**config.mk**
```make
export PLATFORM = sky130hd
export DESIGN_NAME = avr_prog_loader
export DESIGN_NICKNAME = d
export VERILOG_FILES = /design/src/rtl/avr_prog_loader.sv
export SDC_FILE = /design/constraint.sdc
export NUM_CORES = 1
export LEC_CHECK = 0
export BUFFER_PORTS_ARGS = -buffer_cell sky130_fd_sc_hd__buf_2
export CAP_MARGIN = 30
export CORE_MARGIN = 1
export CORE_UTILIZATION = 60
export CTS_BUF_LIST = sky130_fd_sc_hd__clkbuf_8
export DETAILED_ROUTE_END_ITERATION = 8
export GPL_ROUTABILITY_DRIVEN = 1
export PLACE_DENSITY = 0.87
export SLEW_MARGIN = 15
export SYNTH_ARGS = -nofsm -noshare
export SYNTH_HDL_FRONTEND = slang
export SYNTH_SLANG_ARGS = --single-unit
export TNS_END_PERCENT = 20
```
**constraint.sdc**
```tcl
create_clock -name CLK -period 3.4 [get_ports CLK]
set_clock_uncertainty 0.05 [all_clocks]
set_input_delay 0.51 -clock CLK [delete_from_list [all_inputs] [get_ports CLK]]
set_output_delay 0.51 -clock CLK [all_outputs]
set_load 0.01 [all_outputs]
```
**src/rtl/avr_prog_loader.sv**
```systemverilog
// Framed byte-stream loader that writes 16-bit words into AVR program memory.
// Optional inter-byte timeout is enabled by defining LOADER_TIMEOUT_EN.
module avr_prog_loader #(
   parameter int ADDR_W  = 9,
   parameter int DEPTH   = 512,
   parameter int TIMEOUT = 1000
) (
   input  logic              CLK,
   input  logic              RST,
   input  logic [7:0]        rx_data,
   input  logic              rx_valid,
   output logic              rx_ready,
   output logic [ADDR_W-1:0] pm_addr,
   output logic [15:0]       pm_data,
   output logic              pm_write,
   output logic              cpu_hold,
   output logic              done,
   output logic              error,
   output logic [ADDR_W:0]   word_count
);

   typedef enum logic [2:0] {
      IDLE, LEN_LO, LEN_HI, DATA_LO, DATA_HI, CHECK, DONE, ERR
   } state_t;

   state_t              state_q, state_d;
   logic [7:0]          len_lo_q, len_lo_d;
   logic [ADDR_W:0]     len_q, len_d;
   logic [7:0]          lo_q, lo_d;
   logic [7:0]          sum_q, sum_d;
   logic [ADDR_W-1:0]   addr_q, addr_d;
   logic [ADDR_W:0]     wc_q, wc_d;
   logic [ADDR_W-1:0]   pm_addr_q, pm_addr_d;
   logic [15:0]         pm_data_q, pm_data_d;
   logic                pm_write_q, pm_write_d;
   logic                hold_q, hold_d;
   logic                done_q, done_d;
   logic                err_q, err_d;

   logic                accept;
   logic [15:0]         len_w;
   logic [7:0]          sum_w;

`ifdef LOADER_TIMEOUT_EN
   localparam int TW = $clog2(TIMEOUT + 1);
   logic [TW-1:0]       tmo_q, tmo_d;
`endif

   // The write-strobe cycle is the only back-pressure; reset also blocks bytes.
   assign rx_ready = !RST && !pm_write_q;
   assign accept   = rx_valid && rx_ready;
   assign len_w    = {rx_data, len_lo_q};
   assign sum_w    = sum_q + rx_data;

   always_comb begin
      state_d    = state_q;
      len_lo_d   = len_lo_q;
      len_d      = len_q;
      lo_d       = lo_q;
      sum_d      = sum_q;
      addr_d     = addr_q;
      wc_d       = wc_q;
      pm_addr_d  = pm_addr_q;
      pm_data_d  = pm_data_q;
      pm_write_d = 1'b0;
      hold_d     = hold_q;
      done_d     = done_q;
      err_d      = err_q;
      case (state_q)
         IDLE, DONE, ERR: begin
            if (accept && rx_data == 8'hA5) begin
               state_d = LEN_LO;
               done_d  = 1'b0;
               err_d   = 1'b0;
               wc_d    = '0;
               addr_d  = '0;
               sum_d   = 8'h00;
               hold_d  = 1'b1;
            end
         end
         LEN_LO: begin
            if (accept) begin
               len_lo_d = rx_data;
               sum_d    = sum_w;
               state_d  = LEN_HI;
            end
         end
         LEN_HI: begin
            if (accept) begin
               sum_d = sum_w;
               if (len_w == 16'd0 || len_w > 16'(DEPTH)) begin
                  state_d = ERR;
                  err_d   = 1'b1;
               end else begin
                  len_d   = len_w[ADDR_W:0];
                  state_d = DATA_LO;
               end
            end
         end
         DATA_LO: begin
            if (accept) begin
               lo_d    = rx_data;
               sum_d   = sum_w;
               state_d = DATA_HI;
            end
         end
         DATA_HI: begin
            if (accept) begin
               sum_d      = sum_w;
               pm_write_d = 1'b1;
               pm_data_d  = {rx_data, lo_q};
               pm_addr_d  = addr_q;
               addr_d     = addr_q + 1'b1;
               wc_d       = wc_q + 1'b1;
               state_d    = (wc_q + 1'b1 == len_q) ? CHECK : DATA_LO;
            end
         end
         CHECK: begin
            if (accept) begin
               if (sum_w == 8'h00) begin
                  state_d = DONE;
                  done_d  = 1'b1;
                  hold_d  = 1'b0;
               end else begin
                  state_d = ERR;
                  err_d   = 1'b1;
               end
            end
         end
         default: state_d = IDLE;
      endcase
`ifdef LOADER_TIMEOUT_EN
      // Counts idle cycles only while a frame is open; any accepted byte restarts it.
      tmo_d = '0;
      if (state_q inside {LEN_LO, LEN_HI, DATA_LO, DATA_HI, CHECK} && !accept) begin
         tmo_d = tmo_q + 1'b1;
         if (tmo_q == TW'(TIMEOUT - 1)) begin
            state_d = ERR;
            err_d   = 1'b1;
            hold_d  = 1'b1;
            tmo_d   = '0;
         end
      end
`endif
   end

   always_ff @(posedge CLK) begin
      if (RST) begin
         state_q    <= IDLE;
         len_lo_q   <= '0;
         len_q      <= '0;
         lo_q       <= '0;
         sum_q      <= '0;
         addr_q     <= '0;
         wc_q       <= '0;
         pm_addr_q  <= '0;
         pm_data_q  <= '0;
         pm_write_q <= 1'b0;
         hold_q     <= 1'b0;
         done_q     <= 1'b0;
         err_q      <= 1'b0;
`ifdef LOADER_TIMEOUT_EN
         tmo_q      <= '0;
`endif
      end else begin
         state_q    <= state_d;
         len_lo_q   <= len_lo_d;
         len_q      <= len_d;
         lo_q       <= lo_d;
         sum_q      <= sum_d;
         addr_q     <= addr_d;
         wc_q       <= wc_d;
         pm_addr_q  <= pm_addr_d;
         pm_data_q  <= pm_data_d;
         pm_write_q <= pm_write_d;
         hold_q     <= hold_d;
         done_q     <= done_d;
         err_q      <= err_d;
`ifdef LOADER_TIMEOUT_EN
         tmo_q      <= tmo_d;
`endif
      end
   end

   assign pm_addr    = pm_addr_q;
   assign pm_data    = pm_data_q;
   assign pm_write   = pm_write_q;
   assign cpu_hold   = hold_q;
   assign done       = done_q;
   assign error      = err_q;
   assign word_count = wc_q;

endmodule
```
### Word level (Yosys, flattened, before mapping)

Cells that the tools add are included.

* register bits: 85
* input bits: 11

* add/subtract/negate cells: 3
* $lt $le $gt $ge: 1
* equality and inequality tests: 19
* mux-type cells: 33
* bitwise gates (word level): 2
* reduce and logical (&&, ||, !) cells: 25

Operators by type and width (count)
* $mux W3: 8
* $mux W10: 2
* $pmux W10 S2: 1
* $mux W9: 2
* $ne A2 B2 Y1 const B: 9
* $pmux W3 S6: 1
* $pmux W9 S2: 1
* $gt A16 B10 Y1 const B: 1
* $logic_not A16 Y1: 1
* $mux W8: 2
* $pmux W8 S2: 1
* $eq A3 B3 Y1 const B: 4
* $mux W1: 12
* $reduce_and A6 Y1: 2
* $add A10 B1 Y10 const B: 1
* $eq A10 B10 Y1: 1
* $add A9 B1 Y9 const B: 1
* $reduce_and A3 Y1: 3
* $add A8 B8 Y8: 1
* $eq A8 B8 Y1 const B: 1
* $logic_not A8 Y1: 1
* $eq A3 B2 Y1 const B: 2
* $reduce_and A2 Y1: 3
* $reduce_bool A2 Y1: 3
* other kinds (14): 19

### Logic depth before layout (Yosys ltp)

* depth in word-level cells: 6
* mapped depth: 9
* depth with buffers taken out: 8

### Worst setup path before layout

Ideal clock, no wire load.

* path type: in2reg
* start: input port rx_data[0]
* end: register hold_q, in the netlist cpu_hold
* setup time: 0.139 ns
* arrival: 2.359 ns
* data required time: 3.211 ns
* setup slack: 0.852 ns
* stages on the path: 8
* path buffers: 0
* cell sequence: ha_1 fa_1 a21oi_1 o21a_1 o311ai_0 nand3b_1 a2111oi_0 nor3_1

* word-level cells in the longest chain between the ends: 4
* elaborated cells between the ends (all ways): 7
* classes of those cells: add/sub: 1; eq/ne: 3; reduce/logical: 3

Ends and longest elaborated chain
* start, declared: line 10 `input logic [7:0] rx_data,`
* $add A8 B8 Y8 / $eq A8 B8 Y1 (equally long branches): line 53, 71
* $logic_not A8 Y1 / $logic_and A1 B1 Y1 (equally long branches): line 120, 71
* $ne A2 B2 Y1 (no line)
* $reduce_and A4 Y1 (no line) *
* end signal, assigned: line 176 `hold_q <= hold_d;`
* end, declared: line 36 `logic hold_q, hold_d;`

Mark *: on every way between the ends. The rest lies on a longest branch, timed or not.
A chain may end at the register's enable or synchronous reset.

### Worst setup path in the final report

* start: register sum_q[0]
* end: register err_q, in the netlist error

* word-level cells in the longest chain between the ends: 4

Ends and longest elaborated chain
* start, declared: line 30 `logic [7:0] sum_q, sum_d;`
* start signal, assigned: line 170 `sum_q <= sum_d;`
* $add A8 B8 Y8: line 53 `assign sum_w = sum_q + rx_data;`
* $logic_not A8 Y1: line 120 `if (sum_w == 8'h00) begin`
* $ne A2 B2 Y1 (no line)
* $reduce_and A6 Y1 (no line)
* end signal, assigned: line 178 `err_q <= err_d;`
* end, declared: line 38 `logic err_q, err_d;`

No other way between the ends.

==> flow_summary.json <==
{
  "final-setup-viol-count": 0,
  "clockBufferDepth": 2,
  "rsz0062_at_grt": "false",
  "area_delta_synth_final_pct": 12.2,
  "start_kind": "flip-flop",
  "vdd_ir_drop_max_uv": 376,
  "path_clk_slew_ns": 0.10,
  "syn_avg_cell_area_sq_um": 8.38,
  "period_minus_slack_ns": 2.71,
  "num-nets-final": 559,
  "drt-total-wl_um": 9740,
  "dr_wl_met3_um": 532,
  "ys_top_cells_by_area": "dfxtp_1, mux2i_1, nand2_1, nor2_1, a21oi_1",
  "post-cts-setup-buffer-count": 0,
  "grt_pass1_wl_um": 16200,
  "yosysWarnings": 0,
  "num_antenna_cells": 0,
  "drv_slew": 0,
  "insertion_delay_ns": 0.36,
  "dieArea_sq_um": 7250,
  "synthFlopType": "dfxtp_1",
  "io_buffers": 50,
  "synth_nets": 517,
  "hold_class": "in2reg",
  "routed-wl-met2_um": 4730,
  "fmaxAchievable_mhz": 370,
  "relSlewSlack_pct": 51.5,
  "h-tree-depth": 3,
  "gr-usage-all-layers_pct": 28.0,
  "floorplan.initialDensity_pct": 63.8,
  "cap_violations": 0,
  "dr.pass1.iters": 5,
  "synth_edf_count": 0,
  "worstPathArrival_ns": 2.92,
  "final_cells": 619,
  "crit_fanout": 5,
  "numCtsBuffers": 9,
  "vias_per_cell": 6.04,
  "ys_types": 62,
  "required_ns": 3.61,
  "outcome": "finished clean",
  "fillers": 499,
  "drive_above_1_share_pct": 15.1,
  "drc": 0,
  "tightest_slew_ns": 0.723,
  "drtAntennaViolNets": 0,
  "utilization_pct": 71.6,
  "clock_tree.root_cell": "clkbuf_8",
  "path_class": "reg2reg",
  "syn_area_sq_um": 4150,
  "syn_inst": 495,
  "ys_seq_area_share_pct": 41.0,
  "multi_input_area_sq_um": 2290,
  "grt_max_degree": 72,
  "drt_iter0_markers": 352,
  "antenna_found_initial": 0,
  "synth_seq_cells": 85,
  "cts_sinks": 85,
  "grt-ovfl-total": 0,
  "numPlacedInstances": 603,
  "vias": 3740,
  "hpwl_um": 6800,
  "met1_length_um": 4250,
  "p_leak_nw": 1.92,
  "io_pins": 51,
  "yosysTopAreaCellShare_pct": 41.0,
  "core_area_sq_um": 6490,
  "holdBufCountCts": 0,
  "post_drt_wl_per_cell_um": 15.7,
  "die_y_um": 85.1,
  "grt_pass1_vias": 3568,
  "synth_area_leader_cell": "dfxtp_1",
  "async_reset_ff_share_pct": 0,
  "gp_congestion": 0.916,
  "tns_ns": 0,
  "hold_violations": 0,
  "post_cts_resize_count": 0,
  "total_power_mw": 1.88,
  "cp-end-kind": "flip-flop",
  "die_w_um": 85.1,
  "synth.most_common_cell": "dfxtp_1",
  "synth_common_cells": "dfxtp_1, nand2_1, nor2_1",
  "top_layer": "met4",
  "seq_area_sq_um": 1700,
  "power_density_nw_per_um2": 404,
  "post-route-period-util_pct": 79.6,
  "cts_tree": "yes",
  "fp-row-count": 29
}
[power by group]
group          leakage (nW)  switching [mW]  internal [mW]
Clock                 0.113           0.378          0.440
Combinational          1.12          0.0492         0.0198
Sequential            0.684        0.000130          0.994
Total                  1.92           0.427           1.45
[state kept, by name, summed over array words and instances (netlist names)]
name / cells
done: 1
state_q: 3
len_q: 10
len_lo_q: 8
sum_q: 8
pm_addr: 9
addr_q: 9
pm_write: 1
lo_q: 8
pm_data: 16
error: 1
word_count: 10
cpu_hold: 1
[layer usage]
metal,up-vias,global-route usage (%)
li1,1849,-
met2,118,48.3
met4,0,11.9
met3,25,6.91
met5,-,0
met1,1748,33.3
[metrics by stage]
stage               worst slack [ns]  hold slack [ns]  instance area [sq um]
global route                   0.529            0.389                   4650
finish                         0.695            0.396                   4650
floorplan                      0.852            0.382                   4150
CTS                            0.725            0.381                   4650
detailed placement             0.375            0.393                   4420
global placement               0.498            0.390                   4420
[logic make-up after synthesis]
family / after synthesis / synth area share (%)
adder cells (fa/ha/maj): 11 / 3.50
flip-flops: 85 / 41.0
XOR/XNOR: 19 / 4.35
AND/OR/NAND/NOR: 203 / 22.7
buffers and inverters: 34 / 3.71
multiplexers: 26 / 6.28
AO/OA/AOI/OAI: 117 / 18.5
[worst max-delay path, stage by stage (launching register included)]
cell       delay, ns
dfxtp_1         0.32
ha_1            0.23
fa_1            0.42
a21oi_1         0.31
o21a_1          0.20
o311ai_0        0.19
a2111oi_1       0.51
o32ai_1         0.18
a22o_1          0.21
[path summary, 6_finish.rpt]
kind,startpoint,to,slack [ns],depth (start not counted)
worst min register to register,pm_data[10],pm_data[10],0.40,2
worst min-delay path,rx_data[4],pm_data[12],0.40,3
worst max register to register,sum_q[0],error,0.69,8
worst max-delay path,sum_q[0],error,0.69,8
[layout make-up]
type                            instances  share of cell area, %
Multi-Input combinational cell        376                   49.2
Sequential cell                        85                   36.6
Timing Repair Buffer                   57                   6.51
Clock buffer                           10                   2.96
Tap cell                               77                   2.07
Clock inverter                          6                   2.02
Inverter                                8                  0.645
[cell usage in the layout (no fill, tap or decap), types with 4 or more instances in the layout]
cell      count
a211oi_1      5
a21oi_1      44
a22oi_1       8
a311oi_1      4
a31oi_1       4
and2_1        4
buf_2        50
buf_4         7
clkbuf_8     10
dfxtp_1      85
ha_1         10
inv_1         8
mux2i_1      26
nand2_1      69
nand3_1      13
nand4_1       7
nor2_1       64
nor2b_1       4
nor3_1        8
nor4_1        5
o21a_1        6
o21ai_0      18
or2_2         4
or3_1         6
xnor2_1       7
xor2_1       11
(Power assumes the default switching activity.)
